## src/rtl/wb_arbiter_n.sv

```systemverilog
// N-port Wishbone classic arbiter with a registered one-hot grant, fixed-priority or
// round-robin selection with zero-bubble handoff, and an optional stalled-strobe watchdog.
module wb_arbiter_n #(
   parameter int PORTS                 = 4,
   parameter int DATA_WIDTH            = 32,
   parameter int ADDR_WIDTH            = 32,
   parameter int SELECT_WIDTH          = DATA_WIDTH / 8,
   parameter int ARB_TYPE_ROUND_ROBIN  = 0,
   parameter int ARB_LSB_HIGH_PRIORITY = 1,
   parameter int TIMEOUT               = 0
) (
   input  logic                            clk,
   input  logic                            rst_n,
   input  logic [PORTS*ADDR_WIDTH-1:0]     wbm_adr_i,
   input  logic [PORTS*DATA_WIDTH-1:0]     wbm_dat_i,
   output logic [PORTS*DATA_WIDTH-1:0]     wbm_dat_o,
   input  logic [PORTS-1:0]                wbm_we_i,
   input  logic [PORTS*SELECT_WIDTH-1:0]   wbm_sel_i,
   input  logic [PORTS-1:0]                wbm_stb_i,
   output logic [PORTS-1:0]                wbm_ack_o,
   output logic [PORTS-1:0]                wbm_err_o,
   output logic [PORTS-1:0]                wbm_rty_o,
   input  logic [PORTS-1:0]                wbm_cyc_i,
   output logic [ADDR_WIDTH-1:0]           wbs_adr_o,
   input  logic [DATA_WIDTH-1:0]           wbs_dat_i,
   output logic [DATA_WIDTH-1:0]           wbs_dat_o,
   output logic                            wbs_we_o,
   output logic [SELECT_WIDTH-1:0]         wbs_sel_o,
   output logic                            wbs_stb_o,
   input  logic                            wbs_ack_i,
   input  logic                            wbs_err_i,
   input  logic                            wbs_rty_i,
   output logic                            wbs_cyc_o,
   output logic [PORTS-1:0]                grant_o,
   output logic                            timeout_o
);

   localparam int PW = (PORTS > 1) ? $clog2(PORTS) : 1;
   localparam int CW = (TIMEOUT > 0) ? $clog2(TIMEOUT + 1) : 1;

   typedef enum logic {
      IDLE    = 1'b0,
      GRANTED = 1'b1
   } state_t;

   state_t                  state_q, state_d;
   logic [PORTS-1:0]        grant_q, grant_d;
   logic [PW-1:0]           ptr_q, ptr_d;
   logic [CW-1:0]           count_q, count_d;

   logic                    pick_valid;
   logic [PW-1:0]           pick_idx;
   logic [PW-1:0]           cand;
   logic                    rearb;
   logic                    stb_sel;
   logic                    we_sel;
   logic                    term;
   logic                    fire;
   logic [ADDR_WIDTH-1:0]   adr_sel;
   logic [DATA_WIDTH-1:0]   dat_sel;
   logic [SELECT_WIDTH-1:0] sel_sel;

   // ptr_q holds the index searched first; it always sits one step past the last grant.
   always_comb begin
      pick_valid = 1'b0;
      pick_idx   = '0;
      cand       = '0;
      for (int k = 0; k < PORTS; k++) begin
         if (ARB_TYPE_ROUND_ROBIN != 0) begin
            if (ARB_LSB_HIGH_PRIORITY != 0) begin
               cand = PW'((int'(ptr_q) + k) % PORTS);
            end else begin
               cand = PW'((int'(ptr_q) + PORTS - k) % PORTS);
            end
         end else begin
            cand = (ARB_LSB_HIGH_PRIORITY != 0) ? PW'(k) : PW'(PORTS - 1 - k);
         end
         if (!pick_valid && wbm_cyc_i[cand]) begin
            pick_valid = 1'b1;
            pick_idx   = cand;
         end
      end
   end

   always_comb begin
      state_d = state_q;
      grant_d = grant_q;
      ptr_d   = ptr_q;
      rearb   = 1'b0;
      case (state_q)
         IDLE:    rearb = 1'b1;
         GRANTED: rearb = ((grant_q & wbm_cyc_i) == '0);
         default: rearb = 1'b1;
      endcase
      if (rearb) begin
         if (pick_valid) begin
            state_d = GRANTED;
            grant_d = PORTS'(1) << pick_idx;
            if (ARB_LSB_HIGH_PRIORITY != 0) begin
               ptr_d = (pick_idx == PW'(PORTS - 1)) ? '0 : pick_idx + 1'b1;
            end else begin
               ptr_d = (pick_idx == '0) ? PW'(PORTS - 1) : pick_idx - 1'b1;
            end
         end else begin
            state_d = IDLE;
            grant_d = '0;
         end
      end
   end

   always_comb begin
      adr_sel = '0;
      dat_sel = '0;
      sel_sel = '0;
      for (int k = 0; k < PORTS; k++) begin
         if (grant_q[k]) begin
            adr_sel = wbm_adr_i[k*ADDR_WIDTH +: ADDR_WIDTH];
            dat_sel = wbm_dat_i[k*DATA_WIDTH +: DATA_WIDTH];
            sel_sel = wbm_sel_i[k*SELECT_WIDTH +: SELECT_WIDTH];
         end
      end
   end

   assign stb_sel = |(grant_q & wbm_stb_i);
   assign we_sel  = |(grant_q & wbm_we_i);
   assign term    = wbs_ack_i | wbs_err_i | wbs_rty_i;

   // The fire cycle follows TIMEOUT unterminated strobe cycles; the slave never sees it.
   assign fire = (TIMEOUT > 0) && stb_sel && (count_q == CW'(TIMEOUT));

   always_comb begin
      count_d = count_q + 1'b1;
      if ((TIMEOUT == 0) || (grant_d != grant_q) || fire || !wbs_stb_o || term) begin
         count_d = '0;
      end
   end

   assign wbs_adr_o = adr_sel;
   assign wbs_dat_o = dat_sel;
   assign wbs_sel_o = sel_sel;
   assign wbs_we_o  = we_sel;
   assign wbs_stb_o = stb_sel & ~fire;
   assign wbs_cyc_o = |grant_q;
   assign wbm_dat_o = {PORTS{wbs_dat_i}};
   assign wbm_ack_o = grant_q & {PORTS{wbs_ack_i & ~fire}};
   assign wbm_err_o = grant_q & {PORTS{(wbs_err_i & ~fire) | fire}};
   assign wbm_rty_o = grant_q & {PORTS{wbs_rty_i & ~fire}};
   assign grant_o   = grant_q;
   assign timeout_o = fire;

   always_ff @(posedge clk or negedge rst_n) begin
      if (!rst_n) begin
         state_q <= IDLE;
         grant_q <= '0;
         ptr_q   <= '0;
         count_q <= '0;
      end else begin
         state_q <= state_d;
         grant_q <= grant_d;
         ptr_q   <= ptr_d;
         count_q <= count_d;
      end
   end

endmodule

```

## config.mk

```make
export PLATFORM = sky130hd
export DESIGN_NAME = wb_arbiter_n
export DESIGN_NICKNAME = d
export VERILOG_FILES = /design/src/rtl/wb_arbiter_n.sv
export SDC_FILE = /design/constraint.sdc
export NUM_CORES = 1
export LEC_CHECK = 0
export CORE_AREA = 2 2 206 208
export CTS_CLUSTER_DIAMETER = 40
export DETAILED_ROUTE_END_ITERATION = 16
export DIE_AREA = 0 0 208 210
export GPL_ROUTABILITY_DRIVEN = 0
export SLEW_MARGIN = 20
export SYNTH_ARGS = -nofsm -noshare
export SYNTH_HDL_FRONTEND = slang
export SYNTH_SLANG_ARGS = --single-unit
```

## constraint.sdc

```tcl
create_clock -name clk -period 2 [get_ports clk]
set_input_delay 0.3 -clock clk [delete_from_list [all_inputs] [get_ports clk]]
set_output_delay 0.3 -clock clk [all_outputs]
set_load 0.02 [all_outputs]
```

==> flow_metrics.tcl <==
set metrics [dict create \
    outcome "complete, but fails checks" \
    violations "setup timing" \
    syn_nets 807 \
    worstPathMaxFanout 6 \
    layout.nets 1092 \
    vdd_drop_max_mv 0.385 \
    tns_ns -3.93 \
    cts_tree "yes" \
    wirelength_um 26600 \
    reg2reg_from "grant_o[3]$_DFFE_PN0P_" \
    clockBufferDepth 2 \
    syn_inst 486 \
    synth_xor_area_share_pct 0 \
    dieArea_um2 43700 \
    yosys_warnings 0 \
    antenna_found_initial 4 \
    cts_max_level 1 \
    die_h_um 210 \
    crit_slowest_cell "dfrtp_4" \
    p_per_area_nw_per_um2 732 \
    portBuffers 375 \
    dr.pass1.iters 4 \
    crit_buf_inv 5 \
    timing.rr.end "grant_o[0]$_DFFE_PN0P_" \
    via_count 4916 \
    slowest_delay_ns 0.49 \
    ctsHoldBuffers 0 \
    cp_common_cell "buf_12" \
    initialDrtViolationCount 147 \
    crit_chain "buf_12 -> buf_16 -> buf_12 -> a221oi_2 -> o31ai_2 -> buf_4 -> buf_12" \
    synth_top_area_share_pct 28.1 \
    dp_hpwl_um 19000 \
    grt_pass1_vias 5262 \
    synth_area_leaders "buf_4, nor2b_1, a221oi_1, o31ai_1, a221oi_2" \
    ys_ff_latch 5 \
    path_class "reg2out" \
    drive_gt1_share_pct 39.4 \
    synth_mux_area_share_pct 1.25 \
    fp.dieW_um 208 \
    finalCritPeriodShare_pct 108 \
    grt_pass1_wl_um 33900 \
    setup_viol 60 \
    clk_latency_ns 0.23 \
    pre_cts_slack_ns -0.296 \
    hold_violations 0 \
    whs_ns 0.309 \
    max_cap_viol_count 0 \
    slew_viol_final 0 \
    crit_required_ns 1.70 \
    totalPowerFinal_mw 6.57 \
    core-area_um2 41500 \
    std_cell_rows 75 \
    crit_path_end_kind "output port" \
    rsz0062_at_grt "yes" \
    yosysSeqAreaShare_pct 3.47 \
    path_clk_slew_ns 0.03 \
    critPathLaunchType "register" \
    yosysTopAreaCell "buf_4" \
    path_depth 7 \
    synthDistinctLibCells 21 \
    grt_start_max_net_pins 44 \
    clock-sinks 5 \
    ant_nets 0 \
    fin_crit_ns 2.16 \
    setup_slack_ns -0.160 \
    cp_top_family "buffers and inverters" \
    synth.avg_cell_area_um2 7.41 \
    r2r_slack_ns 0.15 \
    boundaryPins 537 \
    start_util_pct 8.68 \
    track_usage_pct 10.3 \
    crit_start "grant_o[1]$_DFFE_PN0P_" \
    grt_overflow 0 \
    synth_fa_ha_area_share_pct 0 \
    skew_ns 0.00167 \
    synth_compound_area_share_pct 38.5 \
    worst_hold_path_type "in2async" \
    avgRoutedWirePerCell_um 20.3 \
    synthToLayoutAreaGrowth_pct 149 \
    cts-buffers-inserted 3 \
    r2r_cells 5 \
    p_leak_nw 3.20 \
    syn_area_um2 3600 \
    cts-root-buf "clkbuf_16" \
    cp.arrival_ns 1.86 \
    max_freq_ghz 0.463 \
    drc_errors 0 \
    routed_via_density 3.75 \
    crit_end "wbs_dat_o[15]" \
    synth_top_family_by_area "compound AO/OA/AOI/OAI gates" \
    synth-simple-area-share_pct 22.4 \
]
## synth_stat cells, drive strengths merged
master and n:
o21ai 1, clkbuf 27, or4 2, dfrtp 5
buf 150, nor4b 1, and2 12, a221oi 68
conb 1, nand2 70, a22oi 4, nor3b 1
o31ai 68, mux2 4, nor2b 70, a22o 2
## metal layers
metal / vias to the layer above / wire (um) / GRT usage, % / share of wire, %
li1: 2237 / - / - / -
met1: 2250 / 9240 / 10.1 / 35
met2: 345 / 13700 / 19.6 / 52
met3: 78 / 2050 / 2.92 / 7.7
met4: 6 / 1550 / 5.48 / 5.8
met5: - / 41 / 0.334 / 0.15
## power breakdown
group          leakage, nW  switching [mW]  internal [mW]
Clock               0.0382          0.0667          0.264
Sequential          0.0558          0.0201          0.122
Combinational         3.10            2.87           3.24
Total                 3.20            2.95           3.62
## placed cells by master (no fill, tap or decap), types with 2 or more instances in the layout
cell type        count
nor2b_4              7
dfrtp_1              2
dlygate4sd2_1        4
clkbuf_2             2
a221oi_1             2
a221oi_4            23
a221oi_2            43
buf_4               82
buf_8                3
buf_6               19
mux2_2               4
buf_16              11
o31ai_2             56
clkdlybuf4s50_1    300
buf_12              27
or4_1                2
a22o_1               2
o31ai_1              2
clkbuf_16            9
and2_1              12
o31ai_4             10
buf_2                3
nand2_1             70
a22oi_1              4
nor2b_1             63
dfrtp_4              3
## registers in the layout (all words and copies together), names as in the netlist
name / count
grant_o: 4
state_q: 1
## worst register-to-register path, stage by stage (launching register included)
cell and delay, ns:
dfrtp_4 0.51, buf_4 0.19, buf_4 0.18, a22o_1 0.22, o21ai_2 0.24, mux2_2 0.37
## cells by family (layout without fill, tap and decap cells)
family,count (synthesis),after routing
multiplexers,4,4
other,1,2
AND/OR/NAND/NOR,156,156
buffers and inverters,177,461
flip-flops,5,5
AO/OA/AOI/OAI,143,143
## cell type report
cell class,count,area [um^2]
antenna,1,2.50
clock buffer,4,78.8
fill,4561,32500
multi-input combinational,304,3160
sequential,5,136
tap,539,674
timing repair buffer,457,4930
## metrics by stage
stage	util [%]	std cells	instance area [um^2]
2_1_floorplan	-	486	3800
3_3_place_gp	18.1	1260	7500
3_5_place_dp	18.1	1260	7500
4_1_cts	20.0	1294	8280
5_1_grt	21.7	1310	8980
6_report	21.7	1310	8980
## worst min path at each step
stage | from | endpoint | slack [ns]
after floorplan | rst_n | grant_o[0]$_DFFE_PN0P_ | 0.004
after global routing | rst_n | grant_o[3]$_DFFE_PN0P_ | 0.32
after detailed placement | rst_n | grant_o[2]$_DFFE_PN0P_ | 0.56
after CTS | rst_n | grant_o[3]$_DFFE_PN0P_ | 0.32
after global placement | rst_n | grant_o[2]$_DFFE_PN0P_ | 0.54
final | rst_n | grant_o[3]$_DFFE_PN0P_ | 0.31
## repair_timing
action	in CTS	in global routing
setup buffers	24	12
pin swaps	26	44
setup endpoints to repair	77	70
resized for setup	354	81
gates cloned	9	8
(Power assumes the default switching activity.)
